## config.mk

```make
export PLATFORM = sky130hd
export DESIGN_NAME = disp_scan_flat
export DESIGN_NICKNAME = d
export VERILOG_FILES = /design/src/rtl/disp_scan_pkg.sv /design/src/rtl/disp_scan_if.sv /design/src/rtl/scan_prescaler.sv /design/src/rtl/disp_scan.sv /design/src/flat_wrapper.sv
export SDC_FILE = /design/constraint.sdc
export NUM_CORES = 1
export LEC_CHECK = 0
export CELL_PAD_IN_SITES_DETAIL_PLACEMENT = 0
export CELL_PAD_IN_SITES_GLOBAL_PLACEMENT = 1
export CORE_MARGIN = 4
export CORE_UTILIZATION = 39
export DETAILED_ROUTE_END_ITERATION = 6
export GPL_TIMING_DRIVEN = 0
export PLACE_DENSITY_LB_ADDON = 0.1
export SLEW_MARGIN = 40
export SYNTH_ARGS = -nofsm -noshare
export SYNTH_HDL_FRONTEND = slang
export SYNTH_HIERARCHICAL = 1
export SYNTH_SLANG_ARGS = --single-unit
```

## constraint.sdc

```tcl
create_clock -name clk -period 2.8 [get_ports clk]
set_input_delay 0.56 -clock clk [delete_from_list [all_inputs] [get_ports clk]]
set_output_delay 0.56 -clock clk [all_outputs]
set_load 0.02 [all_outputs]
```

## src/rtl/disp_scan_pkg.sv

```systemverilog
// Shared constants for the multiplexed seven-segment scanner.
// Also used by disp_scan_if and disp_scan (the LEADING_ZERO_BLANK_EN option lives in disp_scan.sv).
package disp_scan_pkg;

  localparam int DIGITS_DEF = 8;

  // Wide enough to index the largest legal digit count (8).
  localparam int IDX_W = 3;

  // Active-low anodes: every digit off.
  localparam logic [7:0] AN_ALL_OFF = 8'hFF;

endpackage

```

## src/rtl/disp_scan_if.sv

```systemverilog
// Load/display bundle between a display-word producer (master) and disp_scan (slave).
interface disp_scan_if
  import disp_scan_pkg::*;
#(
  parameter int DIGITS = DIGITS_DEF
);

  logic [4*DIGITS-1:0] value;
  logic [DIGITS-1:0]   digit_en;
  logic                load;
  logic                load_ack;
  logic [3:0]          nibble;
  logic [DIGITS-1:0]   an;
  logic                blank;
  logic                frame_start;

  modport master (
    output value, digit_en, load,
    input  load_ack, nibble, an, blank, frame_start
  );

  modport slave (
    input  value, digit_en, load,
    output load_ack, nibble, an, blank, frame_start
  );

endinterface

```

## src/rtl/scan_prescaler.sv

```systemverilog
// Free-running divider: tick is high for one clock out of every DIV_MAX+1.
module scan_prescaler #(
  parameter int DIV_MAX = 99999
) (
  input  logic clk,
  input  logic rst_n,
  output logic tick
);

  localparam int CNT_W = (DIV_MAX > 0) ? $clog2(DIV_MAX + 1) : 1;

  logic [CNT_W-1:0] cnt_q, cnt_d;

  always_comb begin
    tick  = (cnt_q == CNT_W'(DIV_MAX));
    cnt_d = tick ? '0 : cnt_q + 1'b1;
  end

  always_ff @(posedge clk) begin
    if (!rst_n) cnt_q <= '0;
    else        cnt_q <= cnt_d;
  end

endmodule

```

## src/rtl/disp_scan.sv

```systemverilog
// Time-multiplexed display scanner with double-buffered display word, swapped at frame end.
// Define LEADING_ZERO_BLANK_EN to darken leading zero digits (digit 0 always stays lit).
module disp_scan
  import disp_scan_pkg::*;
#(
  parameter int DIV_MAX = 99999,
  parameter int DIGITS  = DIGITS_DEF
) (
  input  logic       clk,
  input  logic       rst_n,
  disp_scan_if.slave bus
);

  localparam logic [IDX_W-1:0] LAST_IDX = IDX_W'(DIGITS - 1);

  logic                tick;
  logic                boundary;
  logic                capture;
  logic [IDX_W-1:0]    idx_q, idx_d;
  logic [4*DIGITS-1:0] stg_val_q, stg_val_d;
  logic [DIGITS-1:0]   stg_en_q, stg_en_d;
  logic [4*DIGITS-1:0] shd_val_q, shd_val_d;
  logic [DIGITS-1:0]   shd_en_q, shd_en_d;
  logic                pend_q, pend_d;
  logic [3:0]          nibble_q, nibble_d;
  logic [DIGITS-1:0]   an_q, an_d;
  logic                blank_q, blank_d;
  logic                load_ack_q, load_ack_d;
  logic                frame_start_q, frame_start_d;
  logic [DIGITS-1:0]   lz_blank;
  logic                lit;

  scan_prescaler #(.DIV_MAX(DIV_MAX)) u_prescaler (
    .clk   (clk),
    .rst_n (rst_n),
    .tick  (tick)
  );

  // NOTE: every always_comb output gets a default first, so no path can infer a latch.
  always_comb begin
    idx_d         = idx_q;
    stg_val_d     = stg_val_q;
    stg_en_d      = stg_en_q;
    shd_val_d     = shd_val_q;
    shd_en_d      = shd_en_q;
    pend_d        = pend_q;
    load_ack_d    = 1'b0;
    boundary      = tick && (idx_q == LAST_IDX);
    capture       = boundary && (pend_q || bus.load);
    frame_start_d = boundary;

    if (tick) idx_d = boundary ? '0 : idx_q + 1'b1;

    // A load landing on the swap cycle bypasses staging straight into the shadow.
    if (capture) begin
      shd_val_d  = bus.load ? bus.value    : stg_val_q;
      shd_en_d   = bus.load ? bus.digit_en : stg_en_q;
      pend_d     = 1'b0;
      load_ack_d = 1'b1;
    end else if (bus.load) begin
      stg_val_d = bus.value;
      stg_en_d  = bus.digit_en;
      pend_d    = 1'b1;
    end
  end

`ifdef LEADING_ZERO_BLANK_EN
  logic zero_run;

  // Walk down from the top digit; blank while everything seen so far is zero.
  always_comb begin
    zero_run = 1'b1;
    lz_blank = '0;
    for (int i = DIGITS - 1; i >= 0; i--) begin
      zero_run = zero_run && (shd_val_d[4*i +: 4] == 4'h0);
      if (i != 0) lz_blank[i] = zero_run;
    end
  end
`else
  assign lz_blank = '0;
`endif

  // Outputs are built from next-state values so they line up with the new index.
  always_comb begin
    nibble_d = 4'h0;
    lit      = 1'b0;
    for (int i = 0; i < DIGITS; i++) begin
      if (idx_d == IDX_W'(i)) begin
        nibble_d = shd_val_d[4*i +: 4];
        lit      = shd_en_d[i] && !lz_blank[i];
      end
    end
    an_d    = lit ? ~(DIGITS'(1) << idx_d) : AN_ALL_OFF[DIGITS-1:0];
    blank_d = !lit;
  end

  // NOTE: state uses non-blocking assignments so all flops update from the same pre-edge values.
  always_ff @(posedge clk) begin
    if (!rst_n) begin
      // NOTE: staging and shadow are plain registers and are cleared, so a reset also discards pending data.
      idx_q         <= '0;
      stg_val_q     <= '0;
      stg_en_q      <= '0;
      shd_val_q     <= '0;
      shd_en_q      <= '0;
      pend_q        <= 1'b0;
      nibble_q      <= 4'h0;
      an_q          <= AN_ALL_OFF[DIGITS-1:0];
      blank_q       <= 1'b1;
      load_ack_q    <= 1'b0;
      frame_start_q <= 1'b0;
    end else begin
      idx_q         <= idx_d;
      stg_val_q     <= stg_val_d;
      stg_en_q      <= stg_en_d;
      shd_val_q     <= shd_val_d;
      shd_en_q      <= shd_en_d;
      pend_q        <= pend_d;
      nibble_q      <= nibble_d;
      an_q          <= an_d;
      blank_q       <= blank_d;
      load_ack_q    <= load_ack_d;
      frame_start_q <= frame_start_d;
    end
  end

  assign bus.nibble      = nibble_q;
  assign bus.an          = an_q;
  assign bus.blank       = blank_q;
  assign bus.load_ack    = load_ack_q;
  assign bus.frame_start = frame_start_q;

endmodule

```

## src/flat_wrapper.sv

```systemverilog
// flat-port wrapper written by rule: the top's interface ports become plain ports
module disp_scan_flat import disp_scan_pkg::*;
#(
  parameter int DIV_MAX = 99999,
  parameter int DIGITS  = DIGITS_DEF
)
  (clk, rst_n, bus_value, bus_digit_en, bus_load, bus_load_ack, bus_nibble, bus_an, bus_blank, bus_frame_start);
  disp_scan_if #(.DIGITS(DIGITS)) bus_i ();
  input  logic clk;
  input  logic rst_n;
  input wire logic [$bits(bus_i.value)-1:0] bus_value;
  input wire logic [$bits(bus_i.digit_en)-1:0] bus_digit_en;
  input wire logic [$bits(bus_i.load)-1:0] bus_load;
  output wire logic [$bits(bus_i.load_ack)-1:0] bus_load_ack;
  output wire logic [$bits(bus_i.nibble)-1:0] bus_nibble;
  output wire logic [$bits(bus_i.an)-1:0] bus_an;
  output wire logic [$bits(bus_i.blank)-1:0] bus_blank;
  output wire logic [$bits(bus_i.frame_start)-1:0] bus_frame_start;
  assign bus_i.value = bus_value;
  assign bus_i.digit_en = bus_digit_en;
  assign bus_i.load = bus_load;
  assign bus_load_ack = bus_i.load_ack;
  assign bus_nibble = bus_i.nibble;
  assign bus_an = bus_i.an;
  assign bus_blank = bus_i.blank;
  assign bus_frame_start = bus_i.frame_start;
  disp_scan #(.DIV_MAX(DIV_MAX), .DIGITS(DIGITS)) u_core (.clk(clk), .rst_n(rst_n), .bus(bus_i));
endmodule
```

# After elaboration in Yosys (flattened, before gate mapping)
# Index checks and enable logic that the tools add are counted.
# W data, S select, Z words.
# classes
muxes	23
n_reduce_logical	8
addsub	2
n_bitwise	2
n_eq_ne	9
n_shift	1
# op_table
operator	n
$mux W32	2
$mux W4	8
$add A17 B1 Y17 const B	1
$eq A17 B17 Y1 const B	1
$mux W8	2
$eq A3 B3 Y1 const B	5
$mux W1	9
$not A8 Y8	1
$shl A1 B3 Y8 const A	1
$eq A3 B2 Y1 const B	2
$mux W3	2
$reduce_or A2 Y1	2
$add A3 B1 Y3 const B	1
$eq A3 B1 Y1 const B	1
$logic_not A3 Y1	1
$logic_and A1 B1 Y1	2
$reduce_and A2 Y1	1
$logic_not A1 Y1	1
$logic_or A1 B1 Y1	1
$not A1 Y1	1
# totals
regBits	116
out_inout_bits	15
in_bits	43
elab_cells	57

# Longest topological paths before layout
# depth
depth_word	14
depth_mapped	12
ltp_nobuf	9

# By module
# The synthesis kept the hierarchy.
# by_module_without_submodules
module	cells_each	area_each_um2	seq_area_each_um2	n_inst
disp_scan	486	4548.1	1981.9	1
scan_prescaler	87	788.3	340.3	1

# Worst setup path after synthesis
# OpenSTA, ideal clock, no wires.
# synth_path
path_kind	flip-flop to flip-flop
from	reg u_core.u_prescaler.cnt_q[0]
to	reg u_core.nibble_q[0] (netlist: u_core/bus.nibble[0])
required_ps	2681
synth_period_minus_slack_ps	2886
arrival_time_ps	2767
path_stages_with_launch	12
n_path_buf	2
setup_time_ps	119
slack_ps	-86
cell_sequence	dfxtp_1 ha_1 nand4_4 or2_4 nor3_1 o211a_1 buf_6 buf_6 mux2i_1 o32ai_1 o211a_1 o221a_2
# synth_via
elab_chain_cells	13
elab_cells_between_ends	22
classes_between	8 x eq/ne; 11 x mux; 3 x reduce/logical
# synth_lines
item	line	text
start, declared	scan_prescaler.sv:12	logic [CNT_W-1:0] cnt_q, cnt_d;
start signal, assigned	scan_prescaler.sv:21	else cnt_q <= cnt_d;
$eq A17 B17 Y1 *	scan_prescaler.sv:15	tick = (cnt_q == CNT_W'(DIV_MAX));
net u_core.tick	disp_scan.sv:16	logic tick;
$logic_and A1 B1 Y1	disp_scan.sv:48	boundary = tick && (idx_q == LAST_IDX);
$mux W3 (2 in series)	disp_scan.sv:52	if (tick) idx_d = boundary ? '0 : idx_q + 1'b1;
$logic_not A3 Y1	disp_scan.sv:88	if (idx_d == IDX_W'(i)) begin
$mux W4 (7 in series)	disp_scan.sv:88	
$mux W4 *	disp_scan.sv:88	
end signal, assigned	disp_scan.sv:119	nibble_q <= nibble_d;
end, declared	disp_scan.sv:25	logic [3:0] nibble_q, nibble_d;
# The timed path passes the listed nets; every way through them passes the cells marked *.
# A chain may end at the register's enable or synchronous reset.

# Final worst setup path
# Ends and elaborated chain as after synthesis.

==> flow_summary.rst <==
.. list-table::
   :header-rows: 1

   * - Metric
     - Value
   * - Result of the run
     - completed
   * - Floorplan row count
     - 42
   * - Overall power
     - 4.10 mW
   * - Syn_nets
     - 619
   * - Area contributors post-synth
     - sky130_fd_sc_hd__dfxtp_1 44%, sky130_fd_sc_hd__mux2i_1 7.7%, sky130_fd_sc_hd__nand2_1 7.2%, sky130_fd_sc_hd__a21boi_0 5.8%, sky130_fd_sc_hd__mux2_2 5.1%
   * - Clock period minus worst slack
     - 2.74 ns
   * - Most common cell in the synthesized netlist
     - sky130_fd_sc_hd__dfxtp_1
   * - Total Nets Final
     - 713
   * - Cell with the largest stage delay on the worst path
     - sky130_fd_sc_hd__dfxtp_4
   * - Detailed-routing iteration count for the pre-antenna-repair pass
     - 5
   * - Worst path required time
     - 3.10 ns
   * - Global-route wire length before repair
     - 22,500 µm
   * - Worst IR drop on VDD
     - 0.000468 V
   * - Synth warn
     - 6
   * - Area used by sequential logic in the layout
     - 2330 µm²
   * - Pin slew with the least headroom to its limit
     - 0.566 ns
   * - Count of mapped cells out of synthesis
     - 573
   * - Root cell of the clock tree
     - sky130_fd_sc_hd__clkbuf_16
   * - Final setup violation count
     - 0
   * - Final antenna-violating net count
     - 0
   * - CP arrival
     - 3.04 ns
   * - Final worst clock skew
     - 0.0168 ns
   * - Initial core utilization
     - 0.401
   * - Count of flip-flops with a built-in enable after synthesis
     - 0
   * - Start-to-end type of the worst setup path
     - reg2reg
   * - Int Power
     - 3.26 mW
   * - Area fraction of the dominant cell type after synthesis
     - 0.435
   * - Wire length reported by the detailed router
     - 14,000 µm
   * - Setup WS pre-CTS
     - -0.537 ns
   * - Number of unique standard cell types used by synthesis
     - 60
   * - Die Height
     - 125 µm
   * - Cell area after synthesis
     - 5340 µm²
   * - Number of H-tree branching levels
     - 4
   * - Bufs on Longest Clock Path
     - 2
   * - Maximum Capacitance Violations
     - 0
   * - Register share of total power
     - 0.417
   * - Drt wl/cell
     - 16.4 µm
   * - Most numerous cell types in the synthesized netlist
     - 116 x sky130_fd_sc_hd__dfxtp_1, 102 x sky130_fd_sc_hd__nand2_1, 41 x sky130_fd_sc_hd__a21boi_0, 41 x sky130_fd_sc_hd__mux2i_1
   * - Share of the cycle needed by the critical path after routing
     - 0.977
   * - DIE AREA
     - 15,600 µm²
   * - Number of buffers inserted by port buffering
     - 56
   * - Share of layout cells above drive strength 1
     - 0.224
   * - Average cell area after synthesis
     - 9.31 µm²
   * - Net switching power
     - 843 µW
   * - Area of the multi-input gates
     - 3140 µm²
   * - Clock network power share
     - 0.518
   * - Hold Crit Class
     - reg2reg
   * - Total core area
     - 13,300 µm²
   * - Critical path peak fanout
     - 7
   * - Final TNS setup
     - 0 ns
   * - Most used DFF post-synth
     - sky130_fd_sc_hd__dfxtp_1
   * - Leakage dissipation
     - 2.79 nW
   * - Unrepaired setup endpoints after global routing
     - yes
   * - Clock transition at the register clock pins on the worst setup and hold paths after CTS
     - 0.05 ns
   * - Cell taking the most area after synthesis
     - sky130_fd_sc_hd__dfxtp_1
   * - Placed wire-length estimate after detailed placement
     - 9910 µm
   * - Inserted Clock Buffers
     - 17
   * - Count of state elements after synthesis
     - 116
   * - Number of antenna violations at the first check in global routing
     - 0
   * - Maximum single-stage delay on the critical path
     - 0.36 ns
   * - Final design utilization
     - 0.548
   * - Area grow syn2layout
     - 36.5%
   * - Kind of start point of the critical path
     - flop
   * - Via density per instance
     - 5.11
   * - Top-Level Pins
     - 58
   * - Routability Congestion
     - 0.876
   * - Max Clock Freq
     - 0.365 GHz
   * - Total congestion overflow after global routing
     - 0
   * - Power density over the cells
     - 563 nW/µm²
   * - Share of power burned in combinational logic
     - 0.065
   * - Number of max-slew violations in the final report
     - 0
   * - Vias in the first global route
     - 4,381
   * - Filler cell count
     - 1,162
   * - Worst hold-check slack
     - 0.441 ns
   * - Global Route Usage Sum
     - 0.181
   * - Count of final hold-check violations
     - 0
   * - Number of inserted diodes
     - 0
   * - Number of violations reported at the end of detailed-routing iteration 0
     - 235
   * - Number of vias after detailed routing
     - 4,372
   * - Worst setup EP type
     - flop
   * - Switch share
     - 0.205
   * - Clock tree from TritonCTS
     - yes
   * - Remaining max-slew budget at the tightest pin
     - 0.621
   * - Largest net degree at the start of global routing
     - 17
   * - Fraction of the yosys area taken by sequential cells
     - 0.435
   * - FFs w/ async S/R, synth
     - 0
   * - Number of clock sinks seen by CTS
     - 116
   * - Slack of the critical path
     - 0.0636 ns
   * - Clock insertion delay at the later pin of the skew report
     - 0.42 ns
   * - Overall die width
     - 125 µm
   * - Cell-by-cell trace of the critical path
     - ha_4 > nand4_4 > or2_4 > nor3_4 > buf_12 > o211a_4 > buf_8 > clkbuf_16 > mux2i_4 > o32ai_2 > o211a_1 > o221a_4
   * - Number of hold-repair buffers added at the cts stage
     - 0
   * - DRC Markers
     - 0
-- metal layers --
metal | GRT usage | routed length (µm) | share of wire
met1 | 0.237 | 6570 | 0.47
met5 | 0 | 0 | 0
met2 | 0.279 | 6660 | 0.47
met3 | 0.0614 | 560 | 0.040
met4 | 0.0625 | 231 | 0.016
-- path summary, 6_finish.rpt --
path	startpoint	to	slack, ns	cells past startpoint
max reg2reg	u_core/u_prescaler/cnt_q[0]	u_core/bus.nibble[0]	0.06	12
max	u_core/u_prescaler/cnt_q[0]	u_core/bus.nibble[0]	0.06	12
min	u_core/u_prescaler/cnt_q[0]	u_core/u_prescaler/cnt_q[0]	0.44	1
min reg2reg	u_core/u_prescaler/cnt_q[0]	u_core/u_prescaler/cnt_q[0]	0.44	1
-- flip-flops by register name, indices dropped and copies added, names as in the netlist, 3 cells and up --
register,cells
u_core/u_prescaler/cnt_q,17
u_core/bus.nibble,4
u_core/shd_val_q,32
u_core/stg_val_q,32
u_core/idx_q,3
u_core/bus.an,8
u_core/shd_en_q,8
u_core/stg_en_q,8
-- placed cells by master (no fill, tap or decap), types with 5 or more instances in the layout --
master and n:
sky130_fd_sc_hd__o21ai_0 7, sky130_fd_sc_hd__nand2b_1 5, sky130_fd_sc_hd__nand2_1 102, sky130_fd_sc_hd__nor2_1 30, sky130_fd_sc_hd__mux2i_4 6, sky130_fd_sc_hd__mux2_2 24, sky130_fd_sc_hd__mux2i_2 11, sky130_fd_sc_hd__clkbuf_16 19
sky130_fd_sc_hd__nor2b_1 31, sky130_fd_sc_hd__clkbuf_8 9, sky130_fd_sc_hd__clkdlybuf4s50_1 56, sky130_fd_sc_hd__a21oi_1 9, sky130_fd_sc_hd__buf_4 20, sky130_fd_sc_hd__and2_1 5, sky130_fd_sc_hd__dfxtp_1 113, sky130_fd_sc_hd__a21boi_0 41
sky130_fd_sc_hd__nor3_1 8, sky130_fd_sc_hd__xnor2_1 11, sky130_fd_sc_hd__o211a_1 10, sky130_fd_sc_hd__clkbuf_1 16, sky130_fd_sc_hd__buf_2 8, sky130_fd_sc_hd__nand3_1 8, sky130_fd_sc_hd__mux2i_1 24
-- power by group through the flow --
stage	Combinational, mW	Sequential [mW]	Clock (mW)
after floorplan	0.144	1.74	0
after global placement	0.251	1.74	0
after detailed placement	0.255	1.74	0
after CTS	0.261	1.71	2.18
after global routing	0.297	1.71	2.26
final	0.268	1.71	2.12
-- final cells by class --
class / instances / share of cell area
plain buffers: 36 / 0.0323
repair buffers: 75 / 0.103
multi-input cells: 419 / 0.432
inverters: 2 / 0.00103
well taps: 176 / 0.0302
clock inverters: 2 / 0.00481
flip-flops and latches: 116 / 0.320
clock buffers: 29 / 0.0770
-- logic make-up after synthesis --
kind of cell	Yosys count	synth area share
muxes	65	0.128
AOI/OAI and AO/OA	111	0.162
adders and majority gates	3	0.00703
DFF	116	0.435
xor gates and xnor gates	15	0.0246
and+or+nand+nor	225	0.206
buffers and inverters	38	0.0375
-- timing repair --
| item | CTS | global route |
|---|---|---|
| endpoints found under the hold margin | 0 | 0 |
| setup endpoints to repair | 62 | 21 |
| gates cloned | 0 | 2 |
| buffers inserted | 8 | 9 |
| pin swaps | 5 | 16 |
| gates resized for setup | 26 | 56 |
-- per-stage QoR --
step | area, µm² | instances
after floorplan | 5340 | 573
after global placement | 6120 | 805
after detailed placement | 6120 | 805
after CTS | 6910 | 844
after global routing | 7280 | 855
final | 7280 | 855
-- critical path: cells and delay by family, from the launching register on --
family          cells  cell delay, ns
compound gates      4            0.84
fa+ha+maj           1            0.16
buf+inv             3            0.45
flops               1            0.36
mux                 1            0.25
simple gates        3            0.57
(Power assumes the default switching activity.)
